## config.mk

```make
export PLATFORM = sky130hd
export DESIGN_NAME = sound_event_scheduler
export DESIGN_NICKNAME = d
export VERILOG_FILES = /design/src/rtl/apu_pkg.sv /design/src/rtl/frame_tick_gen.sv /design/src/rtl/sound_event_scheduler.sv
export SDC_FILE = /design/constraint.sdc
export NUM_CORES = 1
export LEC_CHECK = 0
export ABC_AREA = 1
export BUFFER_PORTS_ARGS = -buffer_cell sky130_fd_sc_hd__buf_2
export CAP_MARGIN = 20
export CORE_ASPECT_RATIO = 1.5
export CORE_MARGIN = 2
export CORE_UTILIZATION = 55
export DETAILED_ROUTE_END_ITERATION = 12
export GPL_ROUTABILITY_DRIVEN = 1
export PLACE_DENSITY = 0.92
export SLEW_MARGIN = 20
export SYNTH_ARGS = -nofsm -noshare
export SYNTH_HDL_FRONTEND = slang
export SYNTH_HIERARCHICAL = 1
export SYNTH_SLANG_ARGS = --single-unit
```

## constraint.sdc

```tcl
create_clock -name clk -period 2.9 [get_ports clk]
set_clock_uncertainty 0.2 [all_clocks]
set_input_delay 0.145 -clock clk [delete_from_list [all_inputs] [get_ports clk]]
set_output_delay 0.145 -clock clk [all_outputs]
set_load 0.03 [all_outputs]
```

## src/rtl/apu_pkg.sv

```systemverilog
// Shared definitions for the sound event scheduler: voice bit positions,
// scheduler state encoding and the fixed-priority grant encoder.
package apu_pkg;

    // Bit positions of the three APU voices in every 3-bit voice vector.
    localparam int VOICE_SAW    = 0;
    localparam int VOICE_SQUARE = 1;
    localparam int VOICE_NOISE  = 2;

    // Scheduler states.
    typedef enum logic [1:0] {
        ST_IDLE = 2'd0,
        ST_PLAY = 2'd1,
        ST_GAP  = 2'd2
    } state_t;

    // Fixed priority noise > square > saw; returns a one-hot grant or zero.
    function automatic logic [2:0] prio_encode(input logic [2:0] set);
        logic [2:0] grant;
        grant = 3'b000;
        if (set[VOICE_NOISE]) begin
            grant[VOICE_NOISE] = 1'b1;
        end else if (set[VOICE_SQUARE]) begin
            grant[VOICE_SQUARE] = 1'b1;
        end else if (set[VOICE_SAW]) begin
            grant[VOICE_SAW] = 1'b1;
        end
        return grant;
    endfunction

endpackage

```

## src/rtl/frame_tick_gen.sv

```systemverilog
// Frame tick generator: produces a registered one-cycle pulse on the first
// cycle the raster sits at the origin (x==0, y==0) after being elsewhere.
module frame_tick_gen (
    input  logic       clk_i,
    input  logic       reset_i,
    input  logic [9:0] x_i,
    input  logic [9:0] y_i,
    output logic       frame_tick_o
);

    logic at_origin;
    logic at_origin_q;
    logic tick_q;

    assign at_origin = (x_i == 10'd0) && (y_i == 10'd0);

    // Remember last cycle's origin flag and register the rising edge of it.
    always_ff @(posedge clk_i) begin
        if (reset_i) begin
            at_origin_q <= 1'b0;
            tick_q      <= 1'b0;
        end else begin
            at_origin_q <= at_origin;
            tick_q      <= at_origin & ~at_origin_q;
        end
    end

    assign frame_tick_o = tick_q;

endmodule

```

## src/rtl/sound_event_scheduler.sv

```systemverilog
// Sound event scheduler: latches collision requests, arbitrates them by
// fixed priority and plays one APU voice at a time for a frame-counted
// duration, followed by an optional silent gap. Also provides the per-event
// envelope frame counter the APU uses instead of its free-running counter.
module sound_event_scheduler
    import apu_pkg::*;
#(
    parameter int SAW_FRAMES    = 32,
    parameter int SQUARE_FRAMES = 32,
    parameter int NOISE_FRAMES  = 16,
    parameter int GAP_FRAMES    = 2,
    parameter int DUR_BITS      = 6,
    parameter int PREEMPT       = 1
) (
    input  logic       clk,
    input  logic       reset,
    input  logic       SheepDragonCollision,
    input  logic       SwordDragonCollision,
    input  logic       PlayerDragonCollision,
    input  logic [9:0] x,
    input  logic [9:0] y,
    input  logic       mute,
    output logic [2:0] voice_en,
    output logic [4:0] env_frame,
    output logic [2:0] pending,
    output logic       busy
);

    localparam logic [DUR_BITS-1:0] SAW_LD    = DUR_BITS'(SAW_FRAMES);
    localparam logic [DUR_BITS-1:0] SQUARE_LD = DUR_BITS'(SQUARE_FRAMES);
    localparam logic [DUR_BITS-1:0] NOISE_LD  = DUR_BITS'(NOISE_FRAMES);
    localparam logic [DUR_BITS-1:0] GAP_LD    = DUR_BITS'(GAP_FRAMES);
    localparam logic [DUR_BITS-1:0] CNT_ONE   = DUR_BITS'(1);
    localparam logic [4:0]          ENV_MAX   = 5'd31;

    // Duration reload for a one-hot voice vector.
    function automatic logic [DUR_BITS-1:0] frames_for(input logic [2:0] voice);
        logic [DUR_BITS-1:0] ld;
        ld = '0;
        if (voice[VOICE_NOISE]) begin
            ld = NOISE_LD;
        end else if (voice[VOICE_SQUARE]) begin
            ld = SQUARE_LD;
        end else if (voice[VOICE_SAW]) begin
            ld = SAW_LD;
        end
        return ld;
    endfunction

    // Envelope frame counter step, held at its maximum instead of wrapping.
    function automatic logic [4:0] env_step(input logic [4:0] env);
        return (env == ENV_MAX) ? ENV_MAX : env + 5'd1;
    endfunction

    logic                frame_tick;
    logic [2:0]          req;
    logic [2:0]          arb_set;
    logic [2:0]          top_grant;
    logic                higher_waiting;
    logic                retrig_hit;
    logic [2:0]          grant;
    logic [2:0]          retrig_mask;

    state_t              state_q, state_d;
    logic [2:0]          voice_q, voice_d;
    logic [2:0]          pending_q, pending_d;
    logic [DUR_BITS-1:0] dur_q, dur_d;
    logic [DUR_BITS-1:0] gap_q, gap_d;
    logic [4:0]          env_q, env_d;
    logic                busy_q;

    frame_tick_gen u_tick (
        .clk_i        (clk),
        .reset_i      (reset),
        .x_i          (x),
        .y_i          (y),
        .frame_tick_o (frame_tick)
    );

    assign req[VOICE_SAW]    = SheepDragonCollision;
    assign req[VOICE_SQUARE] = SwordDragonCollision;
    assign req[VOICE_NOISE]  = PlayerDragonCollision;

    // Same-cycle requests take part in arbitration alongside latched ones.
    assign arb_set        = pending_q | req;
    assign top_grant      = prio_encode(arb_set);
    // One-hot vectors order numerically the same way as voice priority.
    assign higher_waiting = (top_grant > voice_q);
    assign retrig_hit     = |(req & voice_q);

    // Next-state logic: grant, expiry, preempt, retrigger and gap counting.
    always_comb begin
        state_d     = state_q;
        voice_d     = voice_q;
        dur_d       = dur_q;
        gap_d       = gap_q;
        env_d       = env_q;
        grant       = 3'b000;
        retrig_mask = 3'b000;

        unique case (state_q)
            ST_IDLE: begin
                if (frame_tick && (arb_set != 3'b000)) begin
                    grant   = top_grant;
                    voice_d = top_grant;
                    dur_d   = frames_for(top_grant);
                    env_d   = 5'd0;
                    state_d = ST_PLAY;
                end
            end

            ST_PLAY: begin
                if (frame_tick && (dur_q == CNT_ONE)) begin
                    // Expiry wins over preempt and retrigger on the same tick.
                    env_d   = env_step(env_q);
                    dur_d   = '0;
                    voice_d = 3'b000;
                    if (GAP_FRAMES == 0) begin
                        state_d = ST_IDLE;
                    end else begin
                        state_d = ST_GAP;
                        gap_d   = GAP_LD;
                    end
                end else if (frame_tick && (PREEMPT != 0) && higher_waiting) begin
                    // Switch straight to the higher voice; the old event is dropped.
                    grant   = top_grant;
                    voice_d = top_grant;
                    dur_d   = frames_for(top_grant);
                    env_d   = 5'd0;
                end else if (retrig_hit) begin
                    retrig_mask = voice_q;
                    dur_d       = frames_for(voice_q);
                    env_d       = 5'd0;
                end else if (frame_tick) begin
                    if (dur_q != '0) begin
                        dur_d = dur_q - CNT_ONE;
                    end
                    env_d = env_step(env_q);
                end
            end

            ST_GAP: begin
                if (frame_tick) begin
                    if (gap_q == CNT_ONE) begin
                        state_d = ST_IDLE;
                    end
                    if (gap_q != '0) begin
                        gap_d = gap_q - CNT_ONE;
                    end
                end
            end

            default: begin
                state_d = ST_IDLE;
                voice_d = 3'b000;
            end
        endcase

        pending_d = arb_set & ~grant & ~retrig_mask;
    end

    // State and counter registers; busy is registered alongside the state.
    always_ff @(posedge clk) begin
        if (reset) begin
            state_q   <= ST_IDLE;
            voice_q   <= 3'b000;
            pending_q <= 3'b000;
            dur_q     <= '0;
            gap_q     <= '0;
            env_q     <= 5'd0;
            busy_q    <= 1'b0;
        end else begin
            state_q   <= state_d;
            voice_q   <= voice_d;
            pending_q <= pending_d;
            dur_q     <= dur_d;
            gap_q     <= gap_d;
            env_q     <= env_d;
            busy_q    <= (state_d != ST_IDLE);
        end
    end

    // Mute only gates the enables; sequencing carries on underneath.
    assign voice_en  = mute ? 3'b000 : voice_q;
    assign env_frame = env_q;
    assign pending   = pending_q;
    assign busy      = busy_q;

endmodule

```

==> metrics.md <==
| Metric | Value |
|---|---|
| Adder-Cell Fraction of Synth Area | 0.0524 |
| Post-CTS Setup Bufs | 0 |
| Congestion Overflow GR | 0 |
| Gr usage total | 0.249 |
| Drt pass-1 iters | 4 |
| Hold crit path type | input pin to flip-flop |
| CP max FO | 9 |
| EDFF count, synth | 0 |
| Max Fclk | 454 MHz |
| Core Rows | 26 |
| I/O Pins | 38 |
| Mapped cell area | 1910 sq um |
| First-pass GRT wire length | 7890 um |
| Starting density of the core | 0.565 |
| CTS tree | built |
| Crit path launch type | flip-flop |
| CP arrival | 2.23 ns |
| Mux cell area share after synthesis | 0 |
| WL/cell | 12.1 um |
| WL final | 4560 um |
| PD cells | 347 nW/um^2 |
| Post-CTS sizing | 0 |
| Worst setup EP type | flip-flop |
| Post-DRT Antenna Nets | 0 |
| Post-Layout Cell Count | 377 |
| Fin nets | 370 |
| RePlAce Congestion | 1.00 |
| Via count | 2,010 |
| Drt drc | 0 |
| Fin crit share | 0.759 |
| Hold WS | -0.00194 ns |
| Netlist cell types | 32 |
| Pre-CTS setup slack | 0.743 ns |
| CTS Buf Count | 3 |
| # fillers | 295 |
| Worst skew pair latency | 0.28 ns |
| Clock transition at path regs | 0.09 ns |
| Most common cell in the netlist | nand2_1 |
| Ant. Diodes | 0 |
| Endpoints failing setup | 0 |
| Compound-gate portion of the synthesized area | 0.0779 |
| Synthesis-stage register bit count | 28 |
| Fin util | 0.657 |
| Relative slew margins | 0.667 |
| Clock tree buffer depth | 2 |
| Die ar. | 3970 sq um |
| Vias per Instance | 5.33 |
| Commonest cells in the netlist | nand2_1 (68), nor2_1 (58), inv_1 (29) |
| CP Class | flip-flop to flip-flop |
| Main synth FF type | dfxtp_1 |
| Async SR Flop Fraction | 0 |
| Status | complete, but fails checks |
| Critical Path RT | 2.92 ns |
| PortBufs | 37 |
| Clock Sinks | 28 |
| Simple-gate portion of the synthesized area | 0.460 |
| Area contributors post-synth | dfxtp_1 (29%), nand2_1 (13%), nor2_1 (11%) |
| Final Hold Vio Count | 1 |
| Synth-to-layout area growth | 16.2% |
| DIE WIDTH | 52.1 um |
| XOR/XNOR share of the synthesized area | 0.0321 |
| DIE HEIGHT | 76.2 um |
| CTS H-Tree Depth | 1 |
| Area of the multi-input gates | 1190 sq um |
| Gate Count Post-Synth | 295 |
| Yosys top cell area share | 0.293 |
| Synth area leader | dfxtp_1 |
| Pin count of the biggest net entering global routing | 17 |
| Mapped Nets | 329 |
| Worst-Margin Slew | 0.499 ns |
| Main combinational cell family by area after synthesis | simple AND/OR/NAND/NOR gates |
| Warnings, synthesis | 6 |
| Failing checks | hold timing |
| Peak VDD IR | 365 uV |
| Root Buffer | clkbuf_8 |
| Pins Over Slew Limit | 0 |
| Syn Area/Cell | 6.48 sq um |
| Period minus WS final | 2.20 ns |
| Total leakage power | 1.10 nW |
| Core Area | 3380 sq um |
| Max_cap viols | 0 |
| Initial DRC count | 79 |
| RSZ-0062 raised after global routing | no |
| Vias in the first global route | 1,984 |
| Seq. cell area | 561 sq um |
| Post-route setup slack | 0.698 ns |
| Sequential area share after synthesis | 0.293 |
| Setup Total Neg Slack | 0 ns |
| Layout cells sized above 1 | 0.212 |
| DP HPWL | 3480 um |
| Placed cells | 371 |
| Antenna violations before repair | 0 |
-- final timing paths --
| check | start | slack (ns) | depth (start not counted) | to |
|---|---|---|---|---|
| setup / recovery | pending[2]$_SDFF_PP0_ | 0.70 | 13 | dur_q[4]$_SDFFE_PP0P_ |
| setup reg to reg | pending[2]$_SDFF_PP0_ | 0.70 | 13 | dur_q[4]$_SDFFE_PP0P_ |
| hold reg to reg | u_tick/at_origin_q$_SDFF_PP0_ | 0.21 | 1 | u_tick/frame_tick_o$_SDFF_PP0_ |
| hold / removal | x[8] | -0.002 | 6 | u_tick/frame_tick_o$_SDFF_PP0_ |
-- critical path, stage by stage (launching register included) --
cell     delay, ns
dfxtp_1       0.32
nor2_2        0.20
inv_1         0.11
nor2_1        0.15
ha_1          0.29
nand3_1       0.10
nand2_1       0.07
inv_1         0.08
nand2_2       0.11
nand3_2       0.14
nand3_4       0.12
nand2_1       0.09
nand2_1       0.05
nor2_1        0.11
-- layout by cell type (no fill, tap or decap), drive strengths merged, types with 3 or more instances in the layout --
cell and instances:
nand4 13, inv 38, nand3 24, xor2 4, o21ai 6, nand2 76, xnor2 3, buf 37
nor3 5, a21oi 13, nor2 64, clkbuf 3, ha 8, dfxtp 28
-- stage by stage --
step	total power [mW]	cell area, sq um	hold slack (ns)
after floorplan	0.438	1910	0.131
after global placement	0.464	2130	0.173
after detailed placement	0.467	2130	0.193
after CTS	0.773	2220	0.000310
after global routing	0.791	2220	0.0448
final	0.772	2220	-0.00194
-- power breakdown --
| part | internal, mW | total [mW] | switching (mW) |
|---|---|---|---|
| registers | 0.387 | 0.389 | 0.00161 |
| clock network | 0.185 | 0.310 | 0.125 |
| logic | 0.0295 | 0.0726 | 0.0431 |
-- routing by layer --
metal	global-route usage	vias to the layer above	wire length, um
li1	-	1024	-
met1	0.262	922	1760
met4	0.123	0	129
met5	0	-	0
met2	0.458	49	2540
met3	0.0353	15	134
-- cell families (layout without fill, tap and decap cells) --
| kind of cell | after synthesis | after routing |
|---|---|---|
| AO/OA/AOI/OAI | 25 | 25 |
| XOR/XNOR | 7 | 7 |
| adder cells (fa/ha/maj) | 8 | 8 |
| buffers and inverters | 41 | 81 |
| flip-flops | 28 | 28 |
| AND/OR/NAND/NOR | 186 | 186 |
-- final cells by class --
cell class              instances  area share
multi-input cells             226       0.535
flip-flops and latches         28       0.252
repair buffers                 39      0.0923
inverters                      38      0.0642
well taps                      42      0.0236
clock buffers                   3      0.0186
clock inverters                 1      0.0135
-- repair_timing --
item / 4_1_cts / 5_1_grt
setup endpoints to repair: 0 / 0
hold buffers: 2 / 0
endpoints found under the hold margin: 7 / 0
-- sequential cells by signal (all words and copies together) (netlist names) --
register and count:
busy 1, gap_q 6, u_tick/at_origin_q 1, pending 3, env_frame 5, dur_q 6, state_q 2, u_tick/frame_tick_o 1
voice_q 3
Note: power is estimated with default switching activity, not from simulation.
